### config.mk
export PLATFORM = sky130hd
export DESIGN_NAME = seven_seg_scan_ctrl
export DESIGN_NICKNAME = d
export VERILOG_FILES = /design/src/rtl/seven_seg_scan_ctrl.sv
export SDC_FILE = /design/constraint.sdc
export NUM_CORES = 1
export LEC_CHECK = 0
export BUFFER_PORTS_ARGS = -buffer_cell sky130_fd_sc_hd__buf_2
export CORE_ASPECT_RATIO = 1.25
export CORE_UTILIZATION = 50
export DETAILED_ROUTE_END_ITERATION = 8
export PLACE_DENSITY = 0.71
export SLEW_MARGIN = 20
export SYNTH_ARGS = -nofsm -noshare
export SYNTH_HDL_FRONTEND = slang
export SYNTH_SLANG_ARGS = --single-unit
export TNS_END_PERCENT = 10
### constraint.sdc
create_clock -name clk -period 3.2 [get_ports clk]
set_input_delay 0.32 -clock clk [delete_from_list [all_inputs] [get_ports clk]]
set_output_delay 0.32 -clock clk [all_outputs]
set_load 0.03 [all_outputs]
### src/rtl/seven_seg_scan_ctrl.sv
// Multiplexed 7-segment driver: sequential double-dabble BCD conversion, scrolling cursor window, blink, blanking, DP mask.
// Optional anode dimming (brightness input) is enabled by defining SEVSEG_DIM_EN.
module seven_seg_scan_ctrl #(
    parameter int NUM_DIGITS  = 4,
    parameter int VAL_DIGITS  = 6,
    parameter int VAL_WIDTH   = 20,
    parameter int REFRESH_DIV = 100000,
    parameter int BLINK_DIV   = 250
) (
    input  logic                  clk,
    input  logic                  rst_n,
    input  logic [VAL_WIDTH-1:0]  value,
    input  logic                  load,
    input  logic [2:0]            cursor,
    input  logic                  blink_en,
    input  logic                  lz_blank,
    input  logic [VAL_DIGITS-1:0] dp_mask,
`ifdef SEVSEG_DIM_EN
    input  logic [3:0]            brightness,
`endif
    output logic                  busy,
    output logic                  overflow,
    output logic [6:0]            seg,
    output logic [NUM_DIGITS-1:0] an,
    output logic                  dp
);

    localparam int BW   = 4 * VAL_DIGITS;
    localparam int RCW  = (REFRESH_DIV > 1) ? $clog2(REFRESH_DIV) : 1;
    localparam int BCW  = (BLINK_DIV > 1) ? $clog2(BLINK_DIV) : 1;
    localparam int SCW  = (NUM_DIGITS > 1) ? $clog2(NUM_DIGITS) : 1;
    localparam int CNTW = $clog2(VAL_WIDTH + 1);

    localparam logic [1:0] ST_IDLE  = 2'd0;
    localparam logic [1:0] ST_SHIFT = 2'd1;
    localparam logic [1:0] ST_DONE  = 2'd2;

    logic [1:0]           state;
    logic [VAL_WIDTH-1:0] shreg;
    logic [BW-1:0]        acc;
    logic [BW-1:0]        adj;
    logic                 ovf_acc;
    logic [CNTW-1:0]      bit_cnt;
    logic [BW-1:0]        bcd_reg;

    always_comb begin
        adj = acc;
        for (int i = 0; i < VAL_DIGITS; i++) begin
            if (acc[4*i +: 4] >= 4'd5)
                adj[4*i +: 4] = acc[4*i +: 4] + 4'd3;
        end
    end

    always_ff @(posedge clk or negedge rst_n) begin
        if (!rst_n) begin
            state    <= ST_IDLE;
            shreg    <= '0;
            acc      <= '0;
            ovf_acc  <= 1'b0;
            bit_cnt  <= '0;
            bcd_reg  <= '0;
            overflow <= 1'b0;
            busy     <= 1'b0;
        end else begin
            case (state)
                ST_IDLE: begin
                    if (load) begin
                        shreg   <= value;
                        acc     <= '0;
                        ovf_acc <= 1'b0;
                        bit_cnt <= '0;
                        busy    <= 1'b1;
                        state   <= ST_SHIFT;
                    end
                end
                ST_SHIFT: begin
                    // The top bit of the adjusted accumulator is lost by the shift: value needs more digits.
                    acc     <= {adj[BW-2:0], shreg[VAL_WIDTH-1]};
                    shreg   <= {shreg[VAL_WIDTH-2:0], 1'b0};
                    ovf_acc <= ovf_acc | adj[BW-1];
                    bit_cnt <= bit_cnt + CNTW'(1);
                    if (bit_cnt == CNTW'(VAL_WIDTH - 1))
                        state <= ST_DONE;
                end
                ST_DONE: begin
                    bcd_reg  <= acc;
                    overflow <= ovf_acc;
                    busy     <= 1'b0;
                    state    <= ST_IDLE;
                end
                default: begin
                    busy  <= 1'b0;
                    state <= ST_IDLE;
                end
            endcase
        end
    end

    logic [RCW-1:0] ref_cnt;
    logic [SCW-1:0] scan_idx;
    logic [SCW-1:0] scan_nxt;
    logic [BCW-1:0] blink_cnt;
    logic           blink_on;
    logic           blink_nxt;
    logic           tick;
    logic           blink_wrap;

    assign tick       = (ref_cnt == RCW'(REFRESH_DIV - 1));
    assign blink_wrap = (blink_cnt == BCW'(BLINK_DIV - 1));
    assign scan_nxt   = (scan_idx == SCW'(NUM_DIGITS - 1)) ? '0 : scan_idx + SCW'(1);
    assign blink_nxt  = (tick && blink_wrap) ? ~blink_on : blink_on;

    always_ff @(posedge clk or negedge rst_n) begin
        if (!rst_n) begin
            ref_cnt   <= '0;
            scan_idx  <= '0;
            blink_cnt <= '0;
            blink_on  <= 1'b1;
        end else if (tick) begin
            ref_cnt   <= '0;
            scan_idx  <= scan_nxt;
            blink_cnt <= blink_wrap ? '0 : blink_cnt + BCW'(1);
            blink_on  <= blink_nxt;
        end else begin
            ref_cnt <= ref_cnt + RCW'(1);
        end
    end

    function automatic logic [6:0] seg_enc(input logic [3:0] v);
        case (v)
            4'd0:    seg_enc = 7'h40;
            4'd1:    seg_enc = 7'h79;
            4'd2:    seg_enc = 7'h24;
            4'd3:    seg_enc = 7'h30;
            4'd4:    seg_enc = 7'h19;
            4'd5:    seg_enc = 7'h12;
            4'd6:    seg_enc = 7'h02;
            4'd7:    seg_enc = 7'h78;
            4'd8:    seg_enc = 7'h00;
            4'd9:    seg_enc = 7'h10;
            default: seg_enc = 7'h7F;
        endcase
    endfunction

    // Next-slot contents, computed for the slot that becomes active at the coming tick.
    logic [3:0]            cur_c;
    logic [3:0]            base;
    logic [3:0]            d;
    logic [3:0]            digit;
    logic                  dp_bit;
    logic                  upper_zero;
    logic                  blank;
    logic [VAL_DIGITS:0]   hz;
    logic [6:0]            seg_nxt;
    logic                  dp_nxt;
    logic [NUM_DIGITS-1:0] an_nxt;

    always_comb begin
        cur_c = {1'b0, cursor};
        if (cur_c > 4'(VAL_DIGITS - 1))
            cur_c = 4'(VAL_DIGITS - 1);

        base = '0;
        if (cur_c > 4'(NUM_DIGITS - 1))
            base = cur_c - 4'(NUM_DIGITS - 1);
        if (base > 4'(VAL_DIGITS - NUM_DIGITS))
            base = 4'(VAL_DIGITS - NUM_DIGITS);

        d = base + 4'(scan_nxt);

        // hz[i]: value digits i..top are all zero.
        hz = '1;
        for (int i = VAL_DIGITS - 1; i >= 0; i--)
            hz[i] = hz[i+1] && (bcd_reg[4*i +: 4] == 4'd0);

        digit      = '0;
        dp_bit     = 1'b0;
        upper_zero = 1'b0;
        for (int i = 0; i < VAL_DIGITS; i++) begin
            if (d == 4'(i)) begin
                digit      = bcd_reg[4*i +: 4];
                dp_bit     = dp_mask[i];
                upper_zero = hz[i];
            end
        end

        blank = (lz_blank && (d != 4'd0) && (d > cur_c) && upper_zero) ||
                (blink_en && (d == cur_c) && !blink_nxt);

        if (overflow) begin
            seg_nxt = 7'h3F;
            dp_nxt  = 1'b1;
        end else begin
            seg_nxt = blank ? 7'h7F : seg_enc(digit);
            dp_nxt  = ~dp_bit;
        end
        an_nxt = ~(NUM_DIGITS'(1) << scan_nxt);
    end

    logic [NUM_DIGITS-1:0] an_q;

    always_ff @(posedge clk or negedge rst_n) begin
        if (!rst_n) begin
            seg  <= 7'h7F;
            an_q <= '1;
            dp   <= 1'b1;
        end else if (tick) begin
            seg  <= seg_nxt;
            an_q <= an_nxt;
            dp   <= dp_nxt;
        end
    end

`ifdef SEVSEG_DIM_EN
    logic [31:0] thr_new;
    logic [31:0] thr_q;
    logic        dim_on;

    assign thr_new = (({28'd0, brightness} + 32'd1) * 32'(REFRESH_DIV)) >> 4;

    // dim_on reflects whether the refresh count of the current cycle is below the slot threshold.
    always_ff @(posedge clk or negedge rst_n) begin
        if (!rst_n) begin
            thr_q  <= '0;
            dim_on <= 1'b0;
        end else if (tick) begin
            thr_q  <= thr_new;
            dim_on <= (thr_new != 32'd0);
        end else begin
            dim_on <= ((32'(ref_cnt) + 32'd1) < thr_q);
        end
    end

    assign an = an_q | {NUM_DIGITS{~dim_on}};
`else
    assign an = an_q;
`endif

endmodule

==> metrics <==
worst slack, placed=-0.244 ns; GRT Overall Usage=22.9%; Worst Setup Start Kind=flop; die width=between 90 and 100 um; Min Clock Period, post-route=just over 3 ns; Post-Syn Instances=592; Nets=723; # port buffers=47; # hold bufs at CTS=0; setup tns final=0 ns; core box area=11600 sq um; Ys Warns=0; Initial Utilization=51.4%; vias in the first global route=4795; Final Hold Fails=0; synthesized area=between 5000 and 6000 sq um; initial antenna violation count=0; crit path DAT=3.36 ns; 1st-iter DRT viols=between 200 and 250; Num CTS Buffers=17; met3 usage=4.94%; Vias/cell=approximately 5.6; Sink Count=118; Synth area leader=dfrtp_1; VDD IR-drop max=544 uV; Worst slew margin=between 40% and 50%; total gr overflow=0; wirelength, routed=12.8 mm; GRT Max-Usage Layer=met2; syn avg cell area=10.1 sq um; clock root buffer=clkbuf_16; met2 usage=39.0%; Detail Placement HPWL=just under 9 mm; CP Capture Type=flop; H-Tree Depth=4; Fmax achieved=331 MHz; met1 global-route usage=27.0%; Seq/Total Area, Yosys=49.7%; number of max-cap violations=0; Slew @ Worst Pin=0.825 ns; share of cells above drive strength 1=23.0%; main area contributors after synthesis=dfrtp_1 44%, dfstp_2 5.7%, ha_1 5.4%; final setup violation count=0; Pwr Density=811 nW/um^2; DR WL/cell=approximately 15 um; r2r setup slk=0.18 ns; post-CTS setup buffer count=0; Std-Cell Rows=44; commonest register cell after synthesis=dfrtp_1; CTS max path bufs=2; Post-synth EDFFs=0; hold slack=0.00798 ns; Cell variety after synth=54; Mapped Nets=between 600 and 700; status=finished, final reports clean; Slew Limit Fails=0; number of fill cells=948; Worst-path clk slew=0.06 ns; drt first pass iters=5; Crit path required time=approximately 3.5 ns; ANT cells=0; Layout area overhead=20.4%; fin crit share=94.5%; Synth Register Bits=about 120; CP max FO=6; Worst Hold Class=input port to asynchronous set/reset pin; FF-to-FF End=seg[0]$_DFFE_PN1N_; worst-skew pair later-pin latency=0.42 ns; CTS tree=yes; vias post-DR=4673; Die Ht=roughly 120 um; Yosys top cell area share=44.0%; IO Pins=48; Core Util, Final=61.8%; largest net degree at the start of global routing=65; die area=12400 sq um; kind of critical path=flop to flop; GPL Wtd Cong=0.873; ys async rst share=between 90% and 100%; Worst R2R Start=scan_idx[0]$_DFFE_PN0N_; first-pass GRT wire length=21.9 mm; Residual DRC=0; ANT nets after route=0; final worst slack=0.177 ns; R2R cell count=12; Leakage=between 3 and 4 nW; Final Total Pwr=around 6 mW; clk_skew=between 0.006 and 0.007 ns
worst max-delay path by stage:
stage / start / endpoint / slack, ns / cells past startpoint
2_1_floorplan: cursor[2] / seg[3]$_DFFE_PN1N_ / -0.06 / 16
3_3_place_gp: cursor[2] / seg[3]$_DFFE_PN1N_ / -0.12 / 16
3_5_place_dp: cursor[2] / seg[2]$_DFFE_PN1N_ / -0.24 / 16
4_1_cts: scan_idx[0]$_DFFE_PN0N_ / seg[2]$_DFFE_PN1N_ / 0.02 / 12
5_1_grt: scan_idx[0]$_DFFE_PN0N_ / seg[5]$_DFFE_PN1N_ / -0.003 / 12
6_report: scan_idx[0]$_DFFE_PN0N_ / seg[0]$_DFFE_PN1N_ / 0.18 / 12
cells in the final DEF, fill, tap and decap left out, drive strengths merged, types with 13 or more instances in the layout:
cell type,instances
nand3,14
a21oi,24
xnor2,17
o21ai,67
xor2,14
nand2,62
inv,29
dfstp,13
buf,78
a22oi,20
clkbuf,19
nor2,36
dfrtp,105
mux2,17
ha,26
critical path, cell delays in order, from the launching register on:
cell	delay (ns)
dfrtp_2	0.45
ha_2	0.22
nor2_4	0.13
ha_2	0.19
fa_2	0.48
buf_4	0.18
ha_1	0.29
o21a_1	0.11
o22ai_1	0.07
nor3_1	0.16
o221ai_1	0.16
o211ai_2	0.34
o2bb2ai_1	0.17
cells by family (layout without fill, tap and decap cells):
family / count (synthesis) / in the layout / share of synthesized area, %
AOI/OAI and AO/OA: 163 / 163 / 17.2
xor gates and xnor gates: 31 / 31 / 4.55
adders and majority gates: 27 / 27 / 5.78
buffers and inverters: 53 / 136 / 3.40
DFF: 118 / 118 / 49.7
muxes: 28 / 28 / 5.26
and+or+nand+nor: 172 / 172 / 14.0
synthesized netlist by cell type (4+ instances only):
library cell,instances
nor2b_1,8
nand3_1,14
dfstp_2,13
xnor2_1,17
xor2_1,14
a21oi_1,24
o21ai_0,65
inv_1,26
ha_1,26
nand4_1,6
o22ai_1,10
a32o_1,6
and3_1,4
o22a_1,5
mux2i_1,10
o32ai_1,5
nor4_1,6
dfrtp_1,105
nand2_1,62
o31ai_1,9
clkbuf_1,24
nand2b_1,12
nor3_1,7
mux2_2,16
a22oi_1,20
nor2_1,35
metrics by stage:
step	cells	cell area (sq um)
after floorplan	592	6020
after global placement	804	6590
after detailed placement	804	6590
after CTS	836	7170
after global routing	836	7180
final	836	7180
report_power, final:
| group | switching [mW] | internal [mW] |
|---|---|---|
| registers | 0.314 | 1.86 |
| clock network | 0.722 | 1.12 |
| logic | 1.01 | 0.799 |
| total | 2.05 | 3.78 |
cell type report:
type / instances / area (sq um) / share of cell area, %
Multi-Input combinational cell: 421 / 2860 / 39.7
Inverter: 26 / 97.6 / 1.36
Sequential cell: 118 / 2970 / 41.3
Timing Repair Buffer: 78 / 483 / 6.72
Clock inverter: 13 / 124 / 1.72
Tap cell: 161 / 201 / 2.80
Clock buffer: 19 / 453 / 6.30
layer usage:
layer	vias up	wire length, um
li1	2263	-
met1	2291	5470
met2	86	6480
met3	33	433
met4	0	370
met5	-	0
what timing repair did:
item / CTS / global route
endpoints found under the hold margin: 0 / 0
setup endpoints to repair: 0 / 7
gates resized for setup: 0 / 5
Note: power is estimated with default switching activity, not from simulation.
